[src/rtl/lsu_pkg.sv]
// Shared types and helpers for the load/store unit.
//  - lsu_state_e : control FSM states
//  - F3*         : RV32I load/store funct3 encodings
//  - lane_mask / store_lanes / is_misaligned / is_illegal : request decode helpers
package lsu_pkg;

   typedef enum logic [1:0] {StIdle, StIssue, StWait, StResp} lsu_state_e;

   localparam logic [2:0] F3B  = 3'b000;
   localparam logic [2:0] F3H  = 3'b001;
   localparam logic [2:0] F3W  = 3'b010;
   localparam logic [2:0] F3Bu = 3'b100;
   localparam logic [2:0] F3Hu = 3'b101;

   // Byte-lane write mask for a store of the given width at the given byte offset.
   function automatic logic [3:0] lane_mask(input logic [2:0] funct3, input logic [1:0] offset);
      case (funct3)
         F3B:     lane_mask = 4'b0001 << offset;
         F3H:     lane_mask = 4'b0011 << {offset[1], 1'b0};
         F3W:     lane_mask = 4'b1111;
         default: lane_mask = 4'b0000;
      endcase
   endfunction

   // Replicate right-justified store data into every lane it could land in.
   function automatic logic [31:0] store_lanes(input logic [2:0] funct3, input logic [31:0] d);
      case (funct3)
         F3B:     store_lanes = {4{d[7:0]}};
         F3H:     store_lanes = {2{d[15:0]}};
         default: store_lanes = d;
      endcase
   endfunction

   function automatic logic is_misaligned(input logic [2:0] funct3, input logic [1:0] offset);
      case (funct3)
         F3H, F3Hu: is_misaligned = offset[0];
         F3W:       is_misaligned = |offset;
         default:   is_misaligned = 1'b0;
      endcase
   endfunction

   function automatic logic is_illegal(input logic we, input logic [2:0] funct3);
      if (we) begin
         is_illegal = !(funct3 == F3B || funct3 == F3H || funct3 == F3W);
      end else begin
         is_illegal = !(funct3 == F3B || funct3 == F3H || funct3 == F3W ||
                        funct3 == F3Bu || funct3 == F3Hu);
      end
   endfunction

endpackage

[src/rtl/lsu_load_align.sv]
// Combinational load extraction: selects the addressed byte/halfword of a memory word
// and sign- or zero-extends it to 32 bits.
//  rdata_i  in  32  raw memory word
//  offset_i in  2   byte offset within the word
//  funct3_i in  3   load funct3
//  ext_o    out 32  extended load value (0 for non-load encodings)
module lsu_load_align
   import lsu_pkg::*;
(
   input  logic [31:0] rdata_i,
   input  logic [1:0]  offset_i,
   input  logic [2:0]  funct3_i,
   output logic [31:0] ext_o
);

   logic [7:0]  byte_sel;
   logic [15:0] half_sel;

   always_comb begin
      case (offset_i)
         2'd0:    byte_sel = rdata_i[7:0];
         2'd1:    byte_sel = rdata_i[15:8];
         2'd2:    byte_sel = rdata_i[23:16];
         default: byte_sel = rdata_i[31:24];
      endcase
      half_sel = offset_i[1] ? rdata_i[31:16] : rdata_i[15:0];

      case (funct3_i)
         F3B:     ext_o = {{24{byte_sel[7]}}, byte_sel};
         F3Bu:    ext_o = {24'b0, byte_sel};
         F3H:     ext_o = {{16{half_sel[15]}}, half_sel};
         F3Hu:    ext_o = {16'b0, half_sel};
         F3W:     ext_o = rdata_i;
         default: ext_o = '0;
      endcase
   end

endmodule

[src/rtl/lsu.sv]
// Core-side load/store unit driving the data-memory port.
// Accepts one RV32I load/store at a time, lane-aligns stores, waits out the memory's
// registered read for loads, and flags misaligned/illegal requests without a memory access.
//  clk, rst                    clock; asynchronous active-high reset
//  req_valid_i / req_ready_o   request handshake (ready only while idle)
//  req_we_i, req_funct3_i      store flag and RV32I funct3
//  req_addr_i, req_wdata_i     byte address, right-justified store data
//  rsp_valid_o                 one-cycle response pulse
//  rsp_rdata_o, rsp_err_o      extended load data (0 for stores/errors), error flag
//  mem_addr_o                  word-aligned memory address
//  mem_we_o, mem_re_o          memory write/read enables (single ISSUE cycle)
//  mem_W_data_o, mem_W_mask_o  lane-replicated store data and byte mask
//  mem_R_data_i                read data, valid the cycle after mem_re_o
module lsu
   import lsu_pkg::*;
#(
   parameter bit MISALIGN_TRAP = 1'b1
) (
   input  logic        clk,
   input  logic        rst,
   input  logic        req_valid_i,
   output logic        req_ready_o,
   input  logic        req_we_i,
   input  logic [2:0]  req_funct3_i,
   input  logic [31:0] req_addr_i,
   input  logic [31:0] req_wdata_i,
   output logic        rsp_valid_o,
   output logic [31:0] rsp_rdata_o,
   output logic        rsp_err_o,
   output logic [31:0] mem_addr_o,
   output logic        mem_we_o,
   output logic        mem_re_o,
   output logic [31:0] mem_W_data_o,
   output logic [3:0]  mem_W_mask_o,
   input  logic [31:0] mem_R_data_i
);

   lsu_state_e  state_q, state_d;
   logic        we_q, we_d;
   logic [2:0]  funct3_q, funct3_d;
   logic [31:0] addr_q, addr_d;
   logic [31:0] wdata_q, wdata_d;
   logic [31:0] rdata_q, rdata_d;
   logic        err_q, err_d;

   logic        accept;
   logic        req_err;
   logic [31:0] addr_fix;
   logic [31:0] load_ext;

   lsu_load_align u_load_align (
      .rdata_i  (mem_R_data_i),
      .offset_i (addr_q[1:0]),
      .funct3_i (funct3_q),
      .ext_o    (load_ext)
   );

   always_comb begin
      accept  = req_valid_i && (state_q == StIdle);
      req_err = is_illegal(req_we_i, req_funct3_i) ||
                (MISALIGN_TRAP && is_misaligned(req_funct3_i, req_addr_i[1:0]));

      // With trapping disabled, misaligned offsets are rounded down to the access size.
      // When trapping is enabled such requests never reach memory, so this is harmless.
      addr_fix = req_addr_i;
      case (req_funct3_i)
         F3H, F3Hu: addr_fix[0]   = 1'b0;
         F3W:       addr_fix[1:0] = 2'b00;
         default:   ;
      endcase

      state_d  = state_q;
      we_d     = we_q;
      funct3_d = funct3_q;
      addr_d   = addr_q;
      wdata_d  = wdata_q;
      rdata_d  = rdata_q;
      err_d    = err_q;

      case (state_q)
         StIdle: begin
            if (accept) begin
               we_d     = req_we_i;
               funct3_d = req_funct3_i;
               addr_d   = addr_fix;
               wdata_d  = req_wdata_i;
               rdata_d  = '0;
               err_d    = req_err;
               state_d  = req_err ? StResp : StIssue;
            end
         end
         StIssue: state_d = we_q ? StResp : StWait;
         StWait: begin
            rdata_d = load_ext;
            state_d = StResp;
         end
         StResp:  state_d = StIdle;
         default: state_d = StIdle;
      endcase
   end

   always_ff @(posedge clk or posedge rst) begin
      if (rst) begin
         state_q  <= StIdle;
         we_q     <= 1'b0;
         funct3_q <= '0;
         addr_q   <= '0;
         wdata_q  <= '0;
         rdata_q  <= '0;
         err_q    <= 1'b0;
      end else begin
         state_q  <= state_d;
         we_q     <= we_d;
         funct3_q <= funct3_d;
         addr_q   <= addr_d;
         wdata_q  <= wdata_d;
         rdata_q  <= rdata_d;
         err_q    <= err_d;
      end
   end

   always_comb begin
      req_ready_o  = (state_q == StIdle);
      mem_we_o     = (state_q == StIssue) && we_q;
      mem_re_o     = (state_q == StIssue) && !we_q;
      mem_addr_o   = {addr_q[31:2], 2'b00};
      mem_W_data_o = store_lanes(funct3_q, wdata_q);
      mem_W_mask_o = mem_we_o ? lane_mask(funct3_q, addr_q[1:0]) : 4'b0000;
      rsp_valid_o  = (state_q == StResp);
      rsp_err_o    = rsp_valid_o && err_q;
      rsp_rdata_o  = rdata_q;
   end

endmodule

[config.mk]
export PLATFORM = sky130hd
export DESIGN_NAME = lsu
export DESIGN_NICKNAME = d
export VERILOG_FILES = /design/src/rtl/lsu_pkg.sv /design/src/rtl/lsu_load_align.sv /design/src/rtl/lsu.sv
export SDC_FILE = /design/constraint.sdc
export NUM_CORES = 1
export LEC_CHECK = 0
export ABC_AREA = 1
export CELL_PAD_IN_SITES_DETAIL_PLACEMENT = 0
export CELL_PAD_IN_SITES_GLOBAL_PLACEMENT = 1
export CORE_ASPECT_RATIO = 0.8
export CORE_MARGIN = 2
export CORE_UTILIZATION = 28
export DETAILED_ROUTE_END_ITERATION = 8
export GPL_TIMING_DRIVEN = 0
export MAX_ROUTING_LAYER = met4
export PLACE_DENSITY_LB_ADDON = 0.12
export SYNTH_ARGS = -nofsm -noshare
export SYNTH_HDL_FRONTEND = slang
export SYNTH_SLANG_ARGS = --single-unit
[constraint.sdc]
create_clock -name clk -period 3.5 [get_ports clk]
set_input_delay 0.7 -clock clk [delete_from_list [all_inputs] [get_ports clk]]
set_output_delay 0.7 -clock clk [all_outputs]
set_load 0.02 [all_outputs]
-- Word level (Yosys, flattened, before mapping)
Cells that the tools add are included.
Widths: inputs -> output; s select.
- bits in registers: 103
- latch bits: 0
- RAM bits: 0
- memory bits (read-only): 0
- input port bits: 103
- output and inout bits: 105
- memories kept: 0
- add/sub/neg operators: 0
- $mul: 0
- div/mod/pow operators: 0
- $lt $le $gt $ge: 0
- equal/unequal tests: 14
- shifts and indexed selects: 2
- muxes and demuxes: 16
- bitwise logic cells: 0
- reductions and logical operators: 22
- operator list (cell ; count):
    $pmux 32 s5 ; 1
    $pmux 32 s2 ; 2
    $mux 32 ; 1
    $pmux 8 s3 ; 1
    $mux 16 ; 1
    $eq 3x3->1 const B ; 4
    $pmux 4 s3 ; 1
    $pmux 2 s4 ; 1
    $eq 2x2->1 const B ; 3
    $eq 3x1->1 const B ; 2
    $eq 3x2->1 const B ; 2
    $logic_not 3->1 ; 2
    $logic_or 1x1->1 ; 5
    $eq 2x1->1 const B ; 2
    $logic_and 1x1->1 ; 4
    $logic_not 2->1 ; 2
    $mux 1 ; 4
    $mux 2 ; 2
    $mux 4 ; 1
    $reduce_and 2->1 ; 2
    $reduce_or 2->1 ; 2
    $shl 1x2->4 const A ; 1
    $shl 2x2->4 const A ; 1
    $logic_not 1->1 ; 3
    other kinds (4) ; 4

-- Depth between registers and ports, before layout
- word-level depth: 11
- gate-level depth with buffers: 10
- depth with buffers taken out: 9

-- Cells and area by module
Synthesis repeated with hierarchy kept, for this count alone.
- cells, all modules: 801
- area, all modules: 6012.0 µm²
- by module, submodules not included (module ; instances ; cells an instance ; area an instance (µm²)):
    lsu ; 1 ; 594 ; 4860.9
    lsu_load_align ; 1 ; 207 ; 1151.1

-- Least setup slack after synthesis
OpenSTA, ideal clock, no wires.
- kind: flip-flop to output port
- from: register funct3_q[1]
- to: output mem_W_data_o[20]
- arrival: 1496 ps
- data required time: 2800 ps
- path slack: 1304 ps
- stages on the path, launching flop included: 7
- path buffers: 1
- cell sequence: dfrtp_1 -> nor3_4 -> inv_2 -> nand2_2 -> buf_2 -> nor2_1 -> a21oi_1
- longest elaborated chain between the ends: 2
- elaborated cells on any way between the ends: 3
- classes of those cells: eq/ne (1); mux (1); reduce/logical (1)
- ends and longest elaborated chain (item ; line ; RTL):
    from (decl) ; lsu.sv:40 ; logic [2:0] funct3_q, funct3_d;
    from (signal assigned) ; lsu.sv:114 ; funct3_q <= funct3_d;
    $eq 3x1->1 / $logic_not 3->1 (equally long branches) ; lsu_pkg.sv:27 ; case (funct3)
    $pmux 32 s2 (*) ; lsu_pkg.sv:27 ;
    to (decl) ; lsu.sv:33 ; output logic [31:0] mem_W_data_o,
Every way passes the cells marked *; elsewhere a longest branch is shown, timed or not.

-- Worst setup path in the final report
- from: register funct3_q[1]
- to: output mem_W_data_o[23]
The elaborated chain is that of the path after synthesis.

==> summary.md <==
| Metric | Value |
|---|---|
| Die width | 165 µm |
| Clock-pin slew on the worst setup and hold paths | 0.07 ns |
| Vias | 5774 |
| Initial core utilization | 28.3% |
| Vias per std cell | 4.31 |
| Crit share post-route | 93.2% |
| WL met2 | 8420 µm |
| Pin count of the biggest net entering global routing | 56 |
| Synth Area in XOR/XNOR | 0% |
| Compound-Gate Fraction of Synth Area | 6.93% |
| Synth cell types | 27 |
| Vias in the first global route | 5775 |
| Number of H-tree levels | 3 |
| Final Slew Violations | 0 |
| Syn Std Cell Area | 0.00580 mm² |
| Post-synth EDFFs | 0 |
| DRT iter0 DRCs | 355 |
| Startpoint types | register |
| Core area | 0.0205 mm² |
| PD cells | 978 mW/mm² |
| Synth area leader | dfrtp_1 |
| IO Port Bufs | 205 |
| Worst-case clock buffer depth | 2 |
| RSZ-0062 raised after global routing | no |
| Largest cells by area after synthesis | dfrtp_1 (44%), nand2_1 (28%), buf_4 (5.6%) |
| Fin nets | 1171 |
| Area share of fa/ha/maj cells after synthesis | 0.863% |
| DR top layer | met4 |
| Sequential area share after synthesis | 44.5% |
| Synth async-reset ratio | 100% |
| Commonest cells after routing, fill and taps aside | nand2_1 (436), clkdlybuf4s50_1 (205), dfrtp_1 (103) |
| Crit Path Max Fanout | 10 |
| Worst path arrival time | 2.56 ns |
| Largest family of logic cells by synthesized area | simple AND/OR/NAND/NOR gates |
| Final std cells w/o fill | 1339 |
| DRC | 0 |
| Required time of the critical path | 2.80 ns |
| Hpwl dp | 14600 µm |
| CP endpoint kind | output port |
| Final min period | 3.26 ns |
| Area of the die | 0.0219 mm² |
| Crit path kind | register to output port |
| Most common cell after layout, fill and taps aside | nand2_1 |
| Routed Antenna Nets | 0 |
| Post-synthesis area per instance | 6.85 µm² |
| Worst-skew pair later-pin latency | 0.36 ns |
| Synth Area in Simple Gates | 33.4% |
| CTS Hold Buffers Added | 0 |
| Placed Cells | 1322 |
| Die H | 133 µm |
| Routability cong. | 0.831 |
| Multiplexer area fraction after synthesis | 0% |
| Worst VDD drop | 0.612 mV |
| Final setup viols | 0 |
| Total congestion overflow | 0 |
| Leakage power total | 4.46 nW |
| First-pass DRT Iterations | 4 |
| Clock Tree Root | clkbuf_16 |
| Worst slew pin tran | 0.689 ns |
| DR WL/cell | 14.2 µm |
| Warning count from the yosys run | 0 |
| CTS resizes | 0 |
| Initial antenna violation count | 1 |
| Setup Skew | 0.00631 ns |
| Cells after Synth | 846 |
| First-pass GRT wire length | 30100 µm |
| Num ports | 208 |
| GRT Total Usage | 18.4% |
| MaxCap Viol Count | 0 |
| Hold Path Class | register to register |
| Area Overhead vs Synth | 47.1% |
| Synth top area share | 44.5% |
| Final hold vios | 0 |
| # Post-CTS Setup Buffers | 0 |
| Run status | complete, no violations |
| FP Rows | 47 |
| CTS buffer count | 9 |
| Metal-1 WL | 8940 µm |
| Sinks on Clock Net | 103 |
| Share of post-route cells with drive strength above 1 | 10.4% |
| Tightest hold margin | 0.479 ns |
| Met3 wire length | 1560 µm |
| Max Freq | 306 MHz |
| Final wirelength | 19100 µm |
| CTS tree | done |
| Ys flop type | dfrtp_1 |
| Slew margin rel. | 54.1% |
| Yosys reg bits | 103 |
-- area by class of cell --
type                       count  area (µm²)
buffer                        75         477
multi-input combinational    576        2400
inverter                      93         352
tap                          269         337
clock buffer                   9         225
sequential                   103        2580
antenna                        1        2.50
timing repair buffer         206        2080
clock inverter                 7        80.1
fill                        2189       12000
-- critical path, cell delays in order (launching register included) --
cell	delay [ns]
dfrtp_1	0.49
nor3_4	0.33
inv_2	0.16
nand2_2	0.14
buf_2	0.26
nor2_1	0.09
a21oi_1	0.12
clkdlybuf4s50_1	0.62
-- through the flow --
step	power, mW	cell area [µm²]	setup TNS [ns]	setup slack [ns]	util (%)
2_1_floorplan	5.16	5800	0	0.0962	-
3_3_place_gp	7.35	8190	-191.80	-1.87	39.9
3_5_place_dp	7.35	8220	0	0.599	40.1
4_1_cts	8.48	8530	0	0.198	41.5
5_1_grt	9.06	8530	0	0.0276	41.6
6_report	8.34	8530	0	0.237	41.6
-- cell families after synthesis --
group | after synthesis
AOI/OAI and AO/OA | 76
adders and majority gates | 4
buffers and inverters | 168
DFF | 103
other | 1
and+or+nand+nor | 494
-- synthesized netlist by cell type, types with 8 or more instances --
cell type,n
nand2_1,436
dfrtp_1,103
inv_1,70
buf_4,43
o21ai_0,36
nand3_1,29
inv_2,23
a21oi_1,18
nor2_1,17
buf_2,15
clkbuf_1,15
o21ai_1,11
o22ai_1,8
-- state kept, by name, indices dropped and copies added (netlist names) --
name / flops
addr_q: 32
rsp_rdata_o: 32
wdata_q: 32
funct3_q: 3
state_q: 2
err_q: 1
we_q: 1
-- routing by layer --
layer,up-vias,track usage [%]
met5,-,-
met4,0,2.75
met3,7,6.68
met2,150,28.1
met1,2667,23.8
li1,2950,-
-- worst paths after layout --
check	start	slack, ns	to	depth (start not counted)
max in group asynchronous	rst	2.01	rsp_rdata_o[18]	3
min in group asynchronous	rst	0.78	addr_q[26]	2
hold / removal	addr_q[3]	0.48	addr_q[3]	2
setup / recovery	funct3_q[1]	0.24	mem_W_data_o[23]	7
setup reg to reg	state_q[0]	1.32	rsp_rdata_o[6]	8
hold reg to reg	addr_q[3]	0.48	addr_q[3]	2
-- report_power, final --
| group | total, mW | leakage, nW | switching (mW) | internal (mW) |
|---|---|---|---|---|
| clock | 1.08 | 0.136 | 0.513 | 0.564 |
| combinational | 5.22 | 3.01 | 2.99 | 2.24 |
| sequential | 2.04 | 1.31 | 0.312 | 1.73 |
| total | 8.34 | 4.46 | 3.81 | 4.53 |
No activity file was read; power rests on OpenSTA's default activity.
